<file path="src/rtl/axis_pkt_gen.sv">
// axis_pkt_gen: AXI-Stream packet source. On a start pulse it emits
// pkt_count packets of pkt_len bytes with an incrementing byte pattern,
// partial last-beat keep, SOF on tuser and a programmable inter-packet gap.
module axis_pkt_gen #(
    parameter int DATA_W = 32,
    parameter int ID_W   = 1,
    parameter int DEST_W = 1,
    parameter int LEN_W  = 16
) (
    input  logic                  aclk,
    input  logic                  areset,
    input  logic                  start,
    input  logic [LEN_W-1:0]      pkt_len,
    input  logic [15:0]           pkt_count,
    input  logic [7:0]            gap,
    input  logic [7:0]            seed,
    input  logic [ID_W-1:0]       cfg_id,
    input  logic [DEST_W-1:0]     cfg_dest,
    output logic                  busy,
    output logic                  done,
    output logic                  m_axis_tvalid,
    input  logic                  m_axis_tready,
    output logic [DATA_W-1:0]     m_axis_tdata,
    output logic [DATA_W/8-1:0]   m_axis_tstrb,
    output logic [DATA_W/8-1:0]   m_axis_tkeep,
    output logic                  m_axis_tlast,
    output logic [ID_W-1:0]       m_axis_tid,
    output logic [DEST_W-1:0]     m_axis_tdest,
    output logic                  m_axis_tuser
);

    localparam int B = DATA_W / 8;

    typedef enum logic [1:0] {S_IDLE, S_SEND, S_GAP, S_DONE} state_t;

    // Keep mask of the last beat: low (len mod B) lanes, or all lanes when it divides evenly.
    function automatic logic [B-1:0] calc_last_keep(input logic [LEN_W-1:0] len);
        logic [B-1:0] k;
        int           rem;
        rem = int'(len % LEN_W'(B));
        for (int j = 0; j < B; j++) begin
            k[j] = (rem == 0) || (j < rem);
        end
        return k;
    endfunction

    // Beat payload: lane j carries base+j, lanes with keep low are zeroed.
    function automatic logic [DATA_W-1:0] beat_data(input logic [7:0] base, input logic [B-1:0] keep);
        logic [DATA_W-1:0] d;
        for (int j = 0; j < B; j++) begin
            d[8*j +: 8] = keep[j] ? (base + 8'(j)) : 8'h00;
        end
        return d;
    endfunction

    state_t            state_q;
    // Beat index within a packet; (2^LEN_W-1)/B always fits in LEN_W bits.
    logic [LEN_W-1:0]  beat_q;
    logic [LEN_W-1:0]  last_idx_q;
    logic [B-1:0]      last_keep_q;
    logic [15:0]       count_q;
    logic [15:0]       pkt_q;
    logic [7:0]        gap_q;
    logic [7:0]        gap_cnt_q;
    logic [7:0]        pkt_base_q;
    logic [7:0]        base_q;
    logic [ID_W-1:0]   id_q;
    logic [DEST_W-1:0] dest_q;
    logic              busy_q;
    logic              done_q;
    logic              tvalid_q;
    logic [DATA_W-1:0] tdata_q;
    logic [B-1:0]      tkeep_q;
    logic              tlast_q;
    logic              tuser_q;

    logic [LEN_W-1:0]  len_eff_d;
    logic [LEN_W-1:0]  cfg_last_idx_d;
    logic [B-1:0]      cfg_last_keep_d;
    logic [B-1:0]      first_keep_d;
    logic [DATA_W-1:0] first_data_d;
    logic [LEN_W-1:0]  in_idx_d;
    logic [7:0]        in_base_d;
    logic [B-1:0]      in_keep_d;
    logic [DATA_W-1:0] in_data_d;
    logic [7:0]        np_base_d;
    logic [B-1:0]      np_keep_d;
    logic [DATA_W-1:0] np_data_d;

    // Candidate payloads: first beat of a run, next beat in packet, first beat of next packet.
    always_comb begin
        len_eff_d       = (pkt_len == '0) ? LEN_W'(1) : pkt_len;
        cfg_last_idx_d  = (len_eff_d - LEN_W'(1)) / LEN_W'(B);
        cfg_last_keep_d = calc_last_keep(len_eff_d);
        first_keep_d    = (cfg_last_idx_d == '0) ? cfg_last_keep_d : {B{1'b1}};
        first_data_d    = beat_data(seed, first_keep_d);
        in_idx_d        = beat_q + LEN_W'(1);
        in_base_d       = base_q + 8'(B);
        in_keep_d       = (in_idx_d == last_idx_q) ? last_keep_q : {B{1'b1}};
        in_data_d       = beat_data(in_base_d, in_keep_d);
        np_base_d       = pkt_base_q + 8'd1;
        np_keep_d       = (last_idx_q == '0) ? last_keep_q : {B{1'b1}};
        np_data_d       = beat_data(np_base_d, np_keep_d);
    end

    // Control FSM with registered stream and status outputs.
    always_ff @(posedge aclk or posedge areset) begin
        if (areset) begin
            state_q     <= S_IDLE;
            beat_q      <= '0;
            last_idx_q  <= '0;
            last_keep_q <= '0;
            count_q     <= 16'd0;
            pkt_q       <= 16'd0;
            gap_q       <= 8'd0;
            gap_cnt_q   <= 8'd0;
            pkt_base_q  <= 8'd0;
            base_q      <= 8'd0;
            id_q        <= '0;
            dest_q      <= '0;
            busy_q      <= 1'b0;
            done_q      <= 1'b0;
            tvalid_q    <= 1'b0;
            tdata_q     <= '0;
            tkeep_q     <= '0;
            tlast_q     <= 1'b0;
            tuser_q     <= 1'b0;
        end else begin
            case (state_q)
                S_IDLE: begin
                    done_q   <= 1'b0;
                    tvalid_q <= 1'b0;
                    if (start) begin
                        last_idx_q  <= cfg_last_idx_d;
                        last_keep_q <= cfg_last_keep_d;
                        count_q     <= pkt_count;
                        gap_q       <= gap;
                        id_q        <= cfg_id;
                        dest_q      <= cfg_dest;
                        if (pkt_count == 16'd0) begin
                            state_q <= S_DONE;
                            done_q  <= 1'b1;
                        end else begin
                            state_q    <= S_SEND;
                            busy_q     <= 1'b1;
                            tvalid_q   <= 1'b1;
                            tdata_q    <= first_data_d;
                            tkeep_q    <= first_keep_d;
                            tlast_q    <= (cfg_last_idx_d == '0);
                            tuser_q    <= 1'b1;
                            beat_q     <= '0;
                            base_q     <= seed;
                            pkt_q      <= 16'd0;
                            pkt_base_q <= seed;
                        end
                    end
                end
                S_SEND: begin
                    if (tvalid_q && m_axis_tready) begin
                        if (!tlast_q) begin
                            beat_q  <= in_idx_d;
                            base_q  <= in_base_d;
                            tdata_q <= in_data_d;
                            tkeep_q <= in_keep_d;
                            tlast_q <= (in_idx_d == last_idx_q);
                            tuser_q <= 1'b0;
                        end else if (pkt_q == count_q - 16'd1) begin
                            state_q  <= S_DONE;
                            tvalid_q <= 1'b0;
                            busy_q   <= 1'b0;
                            done_q   <= 1'b1;
                        end else if (gap_q == 8'd0) begin
                            pkt_q      <= pkt_q + 16'd1;
                            pkt_base_q <= np_base_d;
                            base_q     <= np_base_d;
                            beat_q     <= '0;
                            tdata_q    <= np_data_d;
                            tkeep_q    <= np_keep_d;
                            tlast_q    <= (last_idx_q == '0);
                            tuser_q    <= 1'b1;
                        end else begin
                            state_q   <= S_GAP;
                            tvalid_q  <= 1'b0;
                            gap_cnt_q <= gap_q;
                        end
                    end
                end
                S_GAP: begin
                    if (gap_cnt_q == 8'd1) begin
                        state_q    <= S_SEND;
                        tvalid_q   <= 1'b1;
                        pkt_q      <= pkt_q + 16'd1;
                        pkt_base_q <= np_base_d;
                        base_q     <= np_base_d;
                        beat_q     <= '0;
                        tdata_q    <= np_data_d;
                        tkeep_q    <= np_keep_d;
                        tlast_q    <= (last_idx_q == '0);
                        tuser_q    <= 1'b1;
                    end else begin
                        gap_cnt_q <= gap_cnt_q - 8'd1;
                    end
                end
                S_DONE: begin
                    done_q  <= 1'b0;
                    busy_q  <= 1'b0;
                    state_q <= S_IDLE;
                end
                default: begin
                    state_q  <= S_IDLE;
                    busy_q   <= 1'b0;
                    done_q   <= 1'b0;
                    tvalid_q <= 1'b0;
                end
            endcase
        end
    end

    assign busy          = busy_q;
    assign done          = done_q;
    assign m_axis_tvalid = tvalid_q;
    assign m_axis_tdata  = tdata_q;
    assign m_axis_tkeep  = tkeep_q;
    assign m_axis_tstrb  = tkeep_q;
    assign m_axis_tlast  = tlast_q;
    assign m_axis_tuser  = tuser_q;
    assign m_axis_tid    = id_q;
    assign m_axis_tdest  = dest_q;

endmodule

</file>
<file path="config.mk">
export PLATFORM = sky130hd
export DESIGN_NAME = axis_pkt_gen
export DESIGN_NICKNAME = d
export VERILOG_FILES = /design/src/rtl/axis_pkt_gen.sv
export SDC_FILE = /design/constraint.sdc
export NUM_CORES = 1
export LEC_CHECK = 0
export CORE_ASPECT_RATIO = 1.1
export CORE_MARGIN = 3
export CORE_UTILIZATION = 53
export DETAILED_ROUTE_END_ITERATION = 12
export GPL_TIMING_DRIVEN = 0
export PLACE_DENSITY_LB_ADDON = 0.1
export SYNTH_ARGS = -nofsm -noshare
export SYNTH_HDL_FRONTEND = slang
export SYNTH_SLANG_ARGS = --single-unit
</file>
<file path="constraint.sdc">
create_clock -name aclk -period 4.8 [get_ports aclk]
set_input_delay 0.72 -clock aclk [delete_from_list [all_inputs] [get_ports aclk]]
set_output_delay 0.72 -clock aclk [all_outputs]
set_load 0.05 [all_outputs]
</file>
==> results.toml <==
[cts]
clk_path_buf_depth = 2
cts_setup_buffers = 0
cts_root_buffer = "clkbuf_16"
clk_pin_slew_ps = 70
cts.sinks = 143
cts_tree = "done"
numCtsBuffers = 17
clock_latency_ps = 440
htree_levels = 4

[pwr]
leakagePower_uw = 0.00489
ir_drop_mv = 0.396
powerDensity_mw_per_mm2 = 781
total_power_uw = 9370

[global_routing]
grt_pass1_wl_mm = 47.7
gr-total-overflow = 0
grt_max_degree = 82
grt.total_usage_pct = 29.2
antenna_found_initial = 0
grt_pass1_vias = 9037

[place]
place_congestion = 0.979
portBuffers = 98
dp_cells = 1488
hpwl_mm = 22.4

[floorplan]
dieArea_mm2 = 0.0208
rows = 52
chipHeight_um = 151
die_w_um = 138
initial_core_util_pct = 54.4
pin_count = 101
design.core.area_mm2 = 0.0186

[timing]
fmaxAchievable_mhz = 222
tightest_slew_ps = 937
fin_skew_ps = 13.3
grt_setup_unrepaired = "no"
slew_viol_final = 0
setup_violations = 0
relSlewSlack_pct = 37.1
period_share_pct = 93.9
hold_violations = 0
layout_min_cycle_time_ps = 4510
holdWs_ps = 493

[finish]
nNetsFinal = 1346
final-instance-count-excl-fill = 1520
n_antenna_cell = 0
utilization_pct = 64.5
final_layout_size_suffix_gt1_share_pct = 10.4
synthToLayoutAreaGrowth_pct = 18.5

[critical_path]
cp_max_fo = 9
required_ps = 5120
worstPathCellList = "clkdlybuf4s50_1 -> nor4_1 -> and2_1 -> a21oi_1 -> ha_1 -> xnor2_1 -> nand4_1 -> a211oi_1 -> nand3_1 -> o21ai_2 -> a2bb2oi_1 -> o21ai_0 -> mux2_2"
arrival_ps = 4830
setup.worst_path.start_class = "input port"
max_stage_delay_ps = 660
critPathKind = "in -> reg"
setup.worst_path.end_class = "flop"
cpMaxStageDelayCell = "nor4_1"

[synthesis]
synth_most_common_cell = "dfrtp_1"
ys_top_cells_by_count = "143 x dfrtp_1, 90 x nand2_1, 87 x nor2_1"
ys_warn_count = 0
synth_compound_area_share_pct = 17.9
synth_xor_area_share_pct = 9.52
synth_top_family_by_area = "simple AND/OR/NAND/NOR gates"
synth_edf_count = 0
avgSynthCellArea_um2 = 8.83
synth-seq-cells = 143
yosysTopAreaCell = "dfrtp_1"
ys_types = 82
synth-async-reset-ratio_pct = 100
synth_area_leaders = "dfrtp_1 35%, mux2_2 6.8%, xnor2_1 6.6%"
synthAdderAreaFrac_pct = 3.46
synth_top_cell_area_share_pct = 35.3
synthMuxAreaShare_pct = 8.97
synthSimpleGateAreaFrac_pct = 19.8
seq_area_frac_synth_pct = 35.3
synthCells = 1146
synth_nets = 1228
syn_area_mm2 = 0.0101
synth-main-ff-cell = "dfrtp_1"

[drt]
drc = 0
wl_per_cell_um = 19.5
firstDrtPassIters = 7
drtIter0Drc = 729
vias_per_cell = 6.14
wl_mm = 29.7
ant_nets = 0
dr_total_vias = 9326

[run_status]
status = "finished, final reports clean"

[hold_path]
hold_path_class = "reg -> reg"

[run]
maxCapViolations = 0
## area by class of cell
cell class / instances / area (um2)
inverters: 52 / 200
repair buffers: 99 / 1010
flip-flops and latches: 143 / 3580
plain buffers: 72 / 313
clock buffers: 17 / 425
fillers: 1619 / 6610
well taps: 243 / 304
clock inverters: 15 / 128
multi-input cells: 879 / 6040
## state kept, by name, summed over array words and instances (netlist names), 4 cells and up
signal / cells
base_q: 8
beat_q: 16
count_q: 16
gap_cnt_q: 8
gap_q: 8
last_idx_q: 14
last_keep_q: 4
m_axis_tdata: 32
m_axis_tkeep: 4
pkt_base_q: 8
pkt_q: 16
## power breakdown
group	switching [uW]	internal [uW]
registers	499	1740
clock network	598	678
logic	3590	2260
total	4690	4680
## worst paths after layout
path | from | end | slack, ps | cells past startpoint
min | m_axis_tdata[29]$_DFFE_PP0P_ | m_axis_tdata[29]$_DFFE_PP0P_ | 490 | 1
max in group asynchronous | areset | last_idx_q[12]$_DFFE_PP0P_ | 3200 | 3
max reg2reg | count_q[0]$_DFFE_PP0P_ | pkt_q[9]$_DFFE_PP0P_ | 540 | 13
min reg2reg | m_axis_tdata[29]$_DFFE_PP0P_ | m_axis_tdata[29]$_DFFE_PP0P_ | 490 | 1
min in group asynchronous | areset | gap_q[4]$_DFFE_PP0P_ | 800 | 2
max | pkt_len[9] | m_axis_tdata[30]$_DFFE_PP0P_ | 290 | 13
## kinds of logic after synthesis
group,count (synthesis)
DFF,143
muxes,82
xor gates and xnor gates,110
buffers and inverters,124
and+or+nand+nor,393
adders and majority gates,28
AOI/OAI and AO/OA,266
## critical path: cells and delay by family
kind	cells	cell delay, ps
adder cells (fa/ha/maj)	1	250
AO/OA/AOI/OAI	5	1440
XOR/XNOR	1	250
AND/OR/NAND/NOR	4	1340
multiplexers	1	300
buffers and inverters	1	520
## per-stage QoR
step | setup TNS, ps | setup WS [ps] | area [um2]
floorplan | 0 | 242 | 10100
global placement | -268800 | -1880 | 11400
detailed placement | -2530 | -303 | 11400
CTS | 0 | 168 | 12000
global route | 0 | 23.4 | 12000
finish | 0 | 292 | 12000
## metal layers
layer | part of all wire, % | GRT usage [%] | up-vias | routed length (um)
met5 | 0 | 0 | - | 0
met4 | 1.8 | 9.44 | 0 | 547
met3 | 7.9 | 5.61 | 38 | 2360
met2 | 46 | 45.9 | 407 | 13800
met1 | 44 | 40.6 | 4473 | 13000
li1 | - | - | 4408 | -
## cells in the final DEF, fill, tap and decap left out, types with 50 or more instances in the layout
master           instances
clkdlybuf4s50_1         98
clkbuf_1                51
xnor2_1                 76
dfrtp_1                143
mux2_2                  61
nand2_1                 90
inv_1                   50
nand3_1                 50
nor2_1                  87
o21ai_0                 62
## timing repair
action	4_1_cts	5_1_grt
gates resized for setup	0	2
hold buffers	0	0
setup endpoints to repair	0	12
(Power assumes the default switching activity.)
